## config.mk

```make
export PLATFORM = sky130hd
export DESIGN_NAME = tile_scroll_ctrl
export DESIGN_NICKNAME = d
export VERILOG_FILES = /design/src/rtl/tile_scroll_ctrl.sv
export SDC_FILE = /design/constraint.sdc
export NUM_CORES = 1
export LEC_CHECK = 0
export ABC_AREA = 1
export BUFFER_PORTS_ARGS = -buffer_cell sky130_fd_sc_hd__clkbuf_2
export CORE_ASPECT_RATIO = 0.9
export CORE_MARGIN = 3
export CORE_UTILIZATION = 50
export DETAILED_ROUTE_END_ITERATION = 10
export GPL_ROUTABILITY_DRIVEN = 0
export HOLD_SLACK_MARGIN = 0.15
export PLACE_DENSITY = 0.82
export REMOVE_ABC_BUFFERS = 1
export SYNTH_ARGS = -nofsm -noshare
export SYNTH_HDL_FRONTEND = slang
export SYNTH_SLANG_ARGS = --single-unit
```

## constraint.sdc

```tcl
create_clock -name clock -period 2.8 [get_ports clock]
set_input_delay 0.84 -clock clock [delete_from_list [all_inputs] [get_ports clock]]
set_output_delay 0.84 -clock clock [all_outputs]
set_load 0.005 [all_outputs]
```

## src/rtl/tile_scroll_ctrl.sv

```systemverilog
// Tile field sequencer: scrolls a 6-row lane field, judges key hits on the bottom row and
// handshakes each frame with the column draw controller. Optional macro TILE_SPEEDUP_EN.
module tile_scroll_ctrl #(
  parameter int         ROW_H     = 40,
  parameter int         SPEED     = 1,
  parameter logic [7:0] LFSR_SEED = 8'hA5
) (
  input  logic        clock,
  input  logic        reset,
  input  logic        start,
  input  logic        frame_tick,
  input  logic [3:0]  key_hit,
  input  logic        draw_done,
  output logic        draw_go,
  output logic [17:0] rows,
  output logic [17:0] prev_rows,
  output logic [5:0]  offset,
  output logic [5:0]  prev_offset,
  output logic [7:0]  score,
  output logic        game_over
);

  typedef enum logic [2:0] {
    S_IDLE, S_RUN_WAIT, S_ADVANCE, S_DRAW_REQ, S_DRAW_REL, S_OVER
  } state_e;

  state_e      state_q, state_d;
  logic [7:0]  lfsr_q, lfsr_d;
  logic [17:0] rows_q, rows_d, prev_rows_q, prev_rows_d;
  logic [5:0]  off_q, off_d, prev_off_q, prev_off_d;
  logic [7:0]  score_q, score_d;
  logic        over_q, over_d;
  logic        go_q;
  logic [6:0]  step, sum;
  logic [1:0]  key_lane;
  logic        key_any, key_match;

  function automatic logic [7:0] lfsr_next(input logic [7:0] l);
    return {l[6:0], l[7] ^ l[5] ^ l[4] ^ l[3]};
  endfunction

  function automatic logic [7:0] sat_inc(input logic [7:0] s);
    return (s == 8'hFF) ? s : s + 8'd1;
  endfunction

`ifdef TILE_SPEEDUP_EN
  logic [6:0] boost;
  // Every 8 hits adds a pixel per frame, capped so a shift never skips a row.
  always_comb begin
    boost = 7'(SPEED) + {2'b00, score_q[7:3]};
    step  = (boost > 7'(ROW_H - 1)) ? 7'(ROW_H - 1) : boost;
  end
`else
  assign step = 7'(SPEED);
`endif

  assign sum = {1'b0, off_q} + step;

  // Only the lowest pressed lane is judged.
  always_comb begin
    key_lane = 2'd0;
    for (int k = 3; k >= 0; k--) begin
      if (key_hit[k]) key_lane = 2'(k);
    end
  end

  assign key_any   = |key_hit;
  assign key_match = (rows_q[17:15] != 3'd0) && (rows_q[17:15] == {1'b0, key_lane} + 3'd1);

  always_comb begin
    state_d     = state_q;
    lfsr_d      = lfsr_next(lfsr_q);
    rows_d      = rows_q;
    prev_rows_d = prev_rows_q;
    off_d       = off_q;
    prev_off_d  = prev_off_q;
    score_d     = score_q;
    over_d      = over_q;
    case (state_q)
      S_IDLE, S_OVER: begin
        if (start) begin
          rows_d  = '0;
          off_d   = '0;
          score_d = '0;
          over_d  = 1'b0;
          lfsr_d  = LFSR_SEED;
          state_d = S_DRAW_REQ;
        end
      end
      S_RUN_WAIT: begin
        if (key_any && !key_match) begin
          over_d  = 1'b1;
          state_d = S_OVER;
        end else begin
          if (key_any) begin
            rows_d[17:15] = 3'd0;
            score_d       = sat_inc(score_q);
          end
          if (frame_tick) state_d = S_ADVANCE;
        end
      end
      S_ADVANCE: begin
        prev_rows_d = rows_q;
        prev_off_d  = off_q;
        if (sum < 7'(ROW_H)) begin
          off_d = sum[5:0];
        end else begin
          off_d  = 6'(sum - 7'(ROW_H));
          rows_d = {rows_q[14:0], {1'b0, lfsr_q[1:0]} + 3'd1};
          if (rows_q[17:15] != 3'd0) over_d = 1'b1;
        end
        state_d = S_DRAW_REQ;
      end
      S_DRAW_REQ: if (draw_done) state_d = S_DRAW_REL;
      S_DRAW_REL: if (!draw_done) state_d = over_q ? S_OVER : S_RUN_WAIT;
      default:    state_d = S_IDLE;
    endcase
  end

  always_ff @(posedge clock) begin
    if (reset) begin
      state_q     <= S_IDLE;
      lfsr_q      <= LFSR_SEED;
      rows_q      <= '0;
      prev_rows_q <= '0;
      off_q       <= '0;
      prev_off_q  <= '0;
      score_q     <= '0;
      over_q      <= 1'b0;
      go_q        <= 1'b0;
    end else begin
      state_q     <= state_d;
      lfsr_q      <= lfsr_d;
      rows_q      <= rows_d;
      prev_rows_q <= prev_rows_d;
      off_q       <= off_d;
      prev_off_q  <= prev_off_d;
      score_q     <= score_d;
      over_q      <= over_d;
      go_q        <= (state_d == S_DRAW_REQ);
    end
  end

  assign draw_go     = go_q;
  assign rows        = rows_q;
  assign prev_rows   = prev_rows_q;
  assign offset      = off_q;
  assign prev_offset = prev_off_q;
  assign score       = score_q;
  assign game_over   = over_q;

endmodule
```

==> metrics.md, run 1 <==
| Metric | Value |
|---|---|
| Status | `finished, final reports clean` |
| Final Hold Fails | `0` |
| Initial drt markers | `128` |
| # rows | `26` |
| #FFs+latches synth | `69` |
| Critical setup path kind | `reg2reg` |
| Clk slew on worst S/H paths | `0.08 ns` |
| Crit path max fanout | `16` |
| Vias per Instance | `5.23` |
| Top_reg_cell synth | `dfxtp_1` |
| Final setup fails | `0` |
| CP max stage delay | `0.42 ns` |
| Post-synth ARST share | `0` |
| Cell with the most instances after synthesis | `nand2_1` |
| Final hold slack | `0.417 ns` |
| Fillcell total | `535` |
| Clock buffer count from CTS | `9` |
| Synthesized area per cell | `7.44 sq um` |
| Hold-fix buffers, CTS | `0` |
| Final antenna diode count | `0` |
| Number of global-route vias before repair | `2605` |
| CP Launch Type | `flip-flop` |
| TritonCTS clock tree | `built` |
| Later-pin clock latency in the skew report | `0.35 ns` |
| Die W | `88.1 um` |
| Setup TNS Final | `0 ns` |
| Final Power | `0.00308 W` |
| Post-route ant nets | `0` |
| Fin crit share | `0.820` |
| Area share of the largest cell type after synthesis | `0.455` |
| Initial antenna violation count | `0` |
| Non-filler cells, final | `549` |
| Worst path slowest cell | `dfxtp_1` |
| DR WL/cell | `12.6 um` |
| Router iterations before antenna repair | `4` |
| Detailed Route WL | `6920 um` |
| CTS H-Tree Depth | `3` |
| Die area | `7040 sq um` |
| Place WS | `0.175 ns` |
| Pwr dens | `851 nW/um^2` |
| Resized Gates After CTS | `0` |
| Setup bufs post-CTS | `0` |
| Post-Synthesis Cells | `408` |
| Unrepaired setup endpoints after global routing | `false` |
| Skew final | `0.00876 ns` |
| Largest net degree at the start of global routing | `35` |
| Final worst slack | `0.504 ns` |
| Top cell types by occurrence after synthesis | `nand2_1, dfxtp_1, nor2_1` |
| P_leak | `1.59 nW` |
| Worst slew pin tran | `0.547 ns` |
| Post-synthesis instance area | `3040 sq um` |
| Max Fclk | `435 MHz` |
| Initial Utilization | `0.524` |
| Sequential power share | `0.398` |
| Clock Tree Root | `clkbuf_8` |
| Int Power | `0.00188 W` |
| Core Region | `5790 sq um` |
| Top post-synthesis cells by area | `dfxtp_1, nand2_1, a21oi_1, nor2_1, inv_1` |
| First-pass GRT wire length | `11600 um` |
| Post-DP HPWL | `4920 um` |
| Leading area contributor after synthesis | `dfxtp_1` |
| Placed Cells incl. Taps | `533` |
| Share of layout cells above drive strength 1 | `0.255` |
| Port Buffer Count | `66` |
| I/O pins | `67` |
| All-Layer GR Usage | `0.211` |
| Hold Crit Class | `reg2reg` |
| DIE HEIGHT | `79.9 um` |
| Nets | `488` |
| Switch share | `0.388` |
| Unique cell type count in the Yosys netlist | `32` |
| Final number of max-transition violations | `0` |
| YS warnings | `0` |
| Clock power frac | `0.273` |
| Comb pwr share | `0.329` |
| Total number of vias | `2872` |
| Area Overhead vs Synth | `19.0%` |
| Minimum clock period | `2.30 ns` |
| Longest Clk Path Bufs | `2` |
| Critical path data arrival time | `2.58 ns` |
| Worst vdd rail ir drop | `445 uV` |
| TritonCTS Sinks | `69` |
| Total grt overflow | `0` |
| Slew HR | `0.635` |
| NetSw | `0.00119 W` |
| Critical path capture point type | `flip-flop` |
| Sequential cell area fraction in the yosys report | `0.455` |
| Max-cap violations | `0` |
| Post-synth EDFFs | `0` |
| WP data required | `3.08 ns` |
| # DRC | `0` |
| Crit path cell chain | `ha_1 -> nand3_1 -> nor2_1 -> inv_1 -> nand2_1 -> ha_1 -> inv_1 -> nand3_1 -> nand3_2 -> nand2_4 -> nand2_1 -> a21oi_1` |
per-stage QoR:
step,cell area (sq um),utilization
floorplan,2960,-
CTS,3610,0.624
finish,3610,0.624
detailed placement,3400,0.588
global placement,3400,0.588
global route,3610,0.624
area by class of cell:
class / count / area [sq um] / share of cell area
clock inverters: 6 / 71.3 / 0.0197
inverters: 39 / 146 / 0.0405
well taps: 70 / 87.6 / 0.0242
flip-flops and latches: 69 / 1380 / 0.382
clock buffers: 10 / 138 / 0.0381
repair buffers: 69 / 353 / 0.0976
multi-input cells: 286 / 1440 / 0.398
placed cells by master (no fill, tap or decap), drive strengths merged, types with 6 or more instances in the layout:
master / count
a21oi: 48
clkbuf: 76
dfxtp: 69
inv: 40
nand2: 112
nand3: 27
nor2: 48
nor3: 6
o21ai: 15
sequential cells by signal, summed over array words and instances, names as in the netlist:
signal,flops
draw_go,1
offset,6
rows,18
lfsr_q,8
prev_rows,18
score,8
game_over,1
state_q,3
prev_offset,6
worst max-delay path, delay by kind of cell, from the launching register on:
| kind | cells | cell delay (ns) |
|---|---|---|
| simple gates | 7 | 1.16 |
| flops | 1 | 0.42 |
| fa+ha+maj | 2 | 0.39 |
| buf+inv | 2 | 0.13 |
| compound gates | 1 | 0.13 |
path summary, 6_finish.rpt:
kind / startpoint / end / slack (ns) / depth (start not counted)
setup / recovery: offset[0] / rows[1] / 0.50 / 12
hold / removal: lfsr_q[6] / lfsr_q[7] / 0.42 / 1
setup reg to reg: offset[0] / rows[1] / 0.50 / 12
hold reg to reg: lfsr_q[6] / lfsr_q[7] / 0.42 / 1
logic make-up after synthesis:
family,share of synthesized area
and+or+nand+nor,0.289
buffers and inverters,0.0717
xor gates and xnor gates,0.0231
AOI/OAI and AO/OA,0.141
adders and majority gates,0.0206
DFF,0.455
power by group through the flow:
stage	clock network (W)	registers, W	logic, W
global route	0.000891	0.00124	0.00116
finish	0.000839	0.00123	0.00101
floorplan	0	0.00124	0.000708
CTS	0.000854	0.00122	0.00102
detailed placement	0	0.00125	0.00101
global placement	0	0.00124	0.000988
per-layer routing:
metal | share of wire | wire length, um | global-route usage | vias up
li1 | - | - | - | 1447
met1 | 0.45 | 3110 | 0.263 | 1337
met2 | 0.48 | 3310 | 0.334 | 77
met3 | 0.053 | 367 | 0.0568 | 11
met4 | 0.021 | 143 | 0.104 | 0
met5 | 0 | 0 | 0 | -
No activity file was read; power rests on OpenSTA's default activity.
==> run 2: changes to the inputs <==
CORE_UTILIZATION = 48   (was 50)
PLACE_DENSITY = 0.83   (was 0.82)
clock period = 2.1 ns   (was 2.8 ns; I/O delays follow)
==> run 2 against run 1 <==
Effect of this change: via count fell by 0.31%; non-clock buffer count grew 4; highest routed layer unchanged; sequential power increased by 33%; first-iteration DRC count grew 6.3%; global-route usage fell by 1.6 points; combinational power grew 44%; die area grew 3.9%.
==> metrics.md, run 2 (same netlist as run 1, synthesis figures left out) <==
| Metric | Value |
|---|---|
| Status | `finished, final reports clean (unchanged)` |
| Final number of max-transition violations | `0 (unchanged)` |
| FF-to-FF path depth | `12 (unchanged)` |
| Detailed Route WL | `6940 um (was 6920 um)` |
| TritonCTS clock tree | `built (unchanged)` |
| Area Overhead vs Synth | `21.9% (was 19.0%)` |
| I/O pins | `67 (unchanged)` |
| Hold Crit Start | `lfsr_q[2] (was lfsr_q[6])` |
| Skew final | `0.0113 ns (was 0.00876 ns)` |
| Initial antenna violation count | `0 (unchanged)` |
| Commonest cells after routing, fill and taps aside | `nand2_1, dfxtp_1, clkbuf_2 (unchanged)` |
| Final Hold Fails | `0 (unchanged)` |
| Hold Crit Class | `reg2reg (unchanged)` |
| Final setup fails | `0 (unchanged)` |
| DIE HEIGHT | `81.4 um (was 79.9 um)` |
| WP data required | `2.37 ns (was 3.08 ns)` |
| DR WL/cell | `12.2 um (was 12.6 um)` |
| Max Fclk | `508 MHz` |
| Worst reg2reg path endpoint | `rows[3] (was rows[1])` |
| Non-filler cells, final | `567 (was 549)` |
| Vias per Instance | `5.05 (was 5.23)` |
| Post-route ant nets | `0 (unchanged)` |
| Largest net degree at the start of global routing | `35 (unchanged)` |
| Die area | `7320 sq um (was 7040 sq um)` |
| All-Layer GR Usage | `0.195 (was 0.211)` |
| Placed Cells incl. Taps | `551 (was 533)` |
| Number of global-route vias before repair | `2610 (was 2605)` |
| P_leak | `1.61 nW (was 1.59 nW)` |
| # rows | `26 (unchanged)` |
| Longest Clk Path Bufs | `2 (unchanged)` |
| Total number of vias | `2863 (was 2872)` |
| Worst Hold Depth | `2 (was 1)` |
| Minimum clock period | `1.97 ns` |
| Clock buffer count from CTS | `9 (unchanged)` |
| Critical setup path kind | `in2reg (was reg2reg)` |
| Critical path data arrival time | `2.24 ns (was 2.58 ns)` |
| Total grt overflow | `0 (unchanged)` |
| # DRC | `0 (unchanged)` |
| Commonest non-fill, non-tap cell in the layout | `nand2_1 (unchanged)` |
| Critical path capture point type | `flip-flop (unchanged)` |
| Clk slew on worst S/H paths | `0.07 ns (was 0.08 ns)` |
| Worst path slowest cell | `ha_1 (was dfxtp_1)` |
| Die W | `89.8 um (was 88.1 um)` |
| Later-pin clock latency in the skew report | `0.34 ns (was 0.35 ns)` |
| Final hold slack | `0.413 ns (was 0.417 ns)` |
| CP max stage delay | `0.27 ns (was 0.42 ns)` |
| Hold Path Sink | `lfsr_q[3] (was lfsr_q[7])` |
| FF-to-FF setup slack | `0.19 ns (was 0.50 ns)` |
| Post-DP HPWL | `4890 um (was 4920 um)` |
| Router iterations before antenna repair | `4 (unchanged)` |
| Nets | `492 (was 488)` |
| FF-to-FF Start | `offset[0] (unchanged)` |
| Core Region | `5890 sq um (was 5790 sq um)` |
| Max-cap violations | `0 (unchanged)` |
| Crit path max fanout | `9 (was 16)` |
| CTS H-Tree Depth | `3 (unchanged)` |
| Initial Utilization | `0.516 (was 0.524)` |
| Pwr dens | `1120 nW/um^2 (was 851 nW/um^2)` |
| Fin crit share | `0.938` |
| Worst vdd rail ir drop | `522 uV (was 445 uV)` |
| Crit path cell chain | `clkbuf_2 -> inv_2 -> nand2_1 -> nand2_1 -> nand2_2 -> inv_1 -> ha_1 -> nor2_1 -> nand2_1 -> a21oi_2 -> nand3_2 -> nand2_2 -> nand2_4 -> inv_4 -> nand2_1 -> a21oi_2 (was ha_1 -> nand3_1 -> nor2_1 -> inv_1 -> nand2_1 -> ha_1 -> inv_1 -> nand3_1 -> nand3_2 -> nand2_4 -> nand2_1 -> a21oi_1)` |
| Final antenna diode count | `0 (unchanged)` |
| Share of layout cells above drive strength 1 | `0.286 (was 0.255)` |
| Multi-input logic area | `1490 sq um (was 1440 sq um)` |
| Reg area | `1380 sq um (about the same)` |
| CP Launch Type | `input pin (was flip-flop)` |
| Worst slew pin tran | `0.521 ns (was 0.547 ns)` |
| First-pass GRT wire length | `11700 um (was 11600 um)` |
| Port Buffer Count | `66 (unchanged)` |
| Slew HR | `0.652 (was 0.635)` |
| Clock Tree Root | `clkbuf_8 (unchanged)` |
| CP startpoint | `key_hit[2] (was offset[0])` |
| TritonCTS Sinks | `69 (unchanged)` |
| Top cell by count, worst path | `nand2_1` |
| Hold-fix buffers, CTS | `0 (unchanged)` |
| Initial drt markers | `136 (was 128)` |
| Fillcell total | `518 (was 535)` |
run 2: layout make-up:
type	instances	share of cell area
repair buffers	73	0.103
clock inverters	4	0.0128
inverters	39	0.0402
clock buffers	12	0.0392
flip-flops and latches	69	0.374
multi-input cells	286	0.402
well taps	84	0.0284
run 2: where the power goes:
part	switching, W	internal (W)
Clock	0.000482	0.000578
Sequential	0.000132	0.00149
Combinational	0.000971	0.000479
run 2: metrics by stage:
step | cell area, sq um | power [W] | utilization | TNS [ns] | setup WS, ns
finish | 3700 | 0.00413 | 0.629 | 0 | 0.131
global route | 3700 | 0.00443 | 0.629 | -0.103 | -0.0279
CTS | 3640 | 0.00409 | 0.619 | 0 | 0.0547
detailed placement | 3450 | 0.00303 | 0.586 | -2.83 | -0.293
global placement | 3450 | 0.00299 | 0.586 | -1.84 | -0.190
floorplan | 2960 | 0.00259 | - | -3.11 | -0.168
run 2: worst max-delay path by stage:
stage / end / cells past startpoint / slack, ns
global route: score[4] / 16 / -0.03
finish: score[6] / 16 / 0.13
CTS: score[4] / 13 / 0.05
detailed placement: score[2] / 13 / -0.29
global placement: score[2] / 13 / -0.19
floorplan: rows[3] / 6 / -0.17
run 2: timing repair:
item                                    in CTS  in global routing
buffers inserted                             0                  0
endpoints found under the setup margin       0                 13
resized for setup                            0                 17
run 2: worst max-delay path, delay by kind of cell:
kind / cells / cell delay, ns
compound gates: 2 / 0.28
fa+ha+maj: 1 / 0.27
buf+inv: 4 / 0.27
simple gates: 9 / 0.79
run 2: layer usage:
| layer | global-route usage | vias up | routed length (um) |
|---|---|---|---|
| met2 | 0.332 | 77 | 3320 |
| met3 | 0.0650 | 6 | 443 |
| li1 | - | 1460 | - |
| met5 | 0 | - | 0 |
| met4 | 0.0796 | 0 | 69 |
| met1 | 0.231 | 1320 | 3100 |
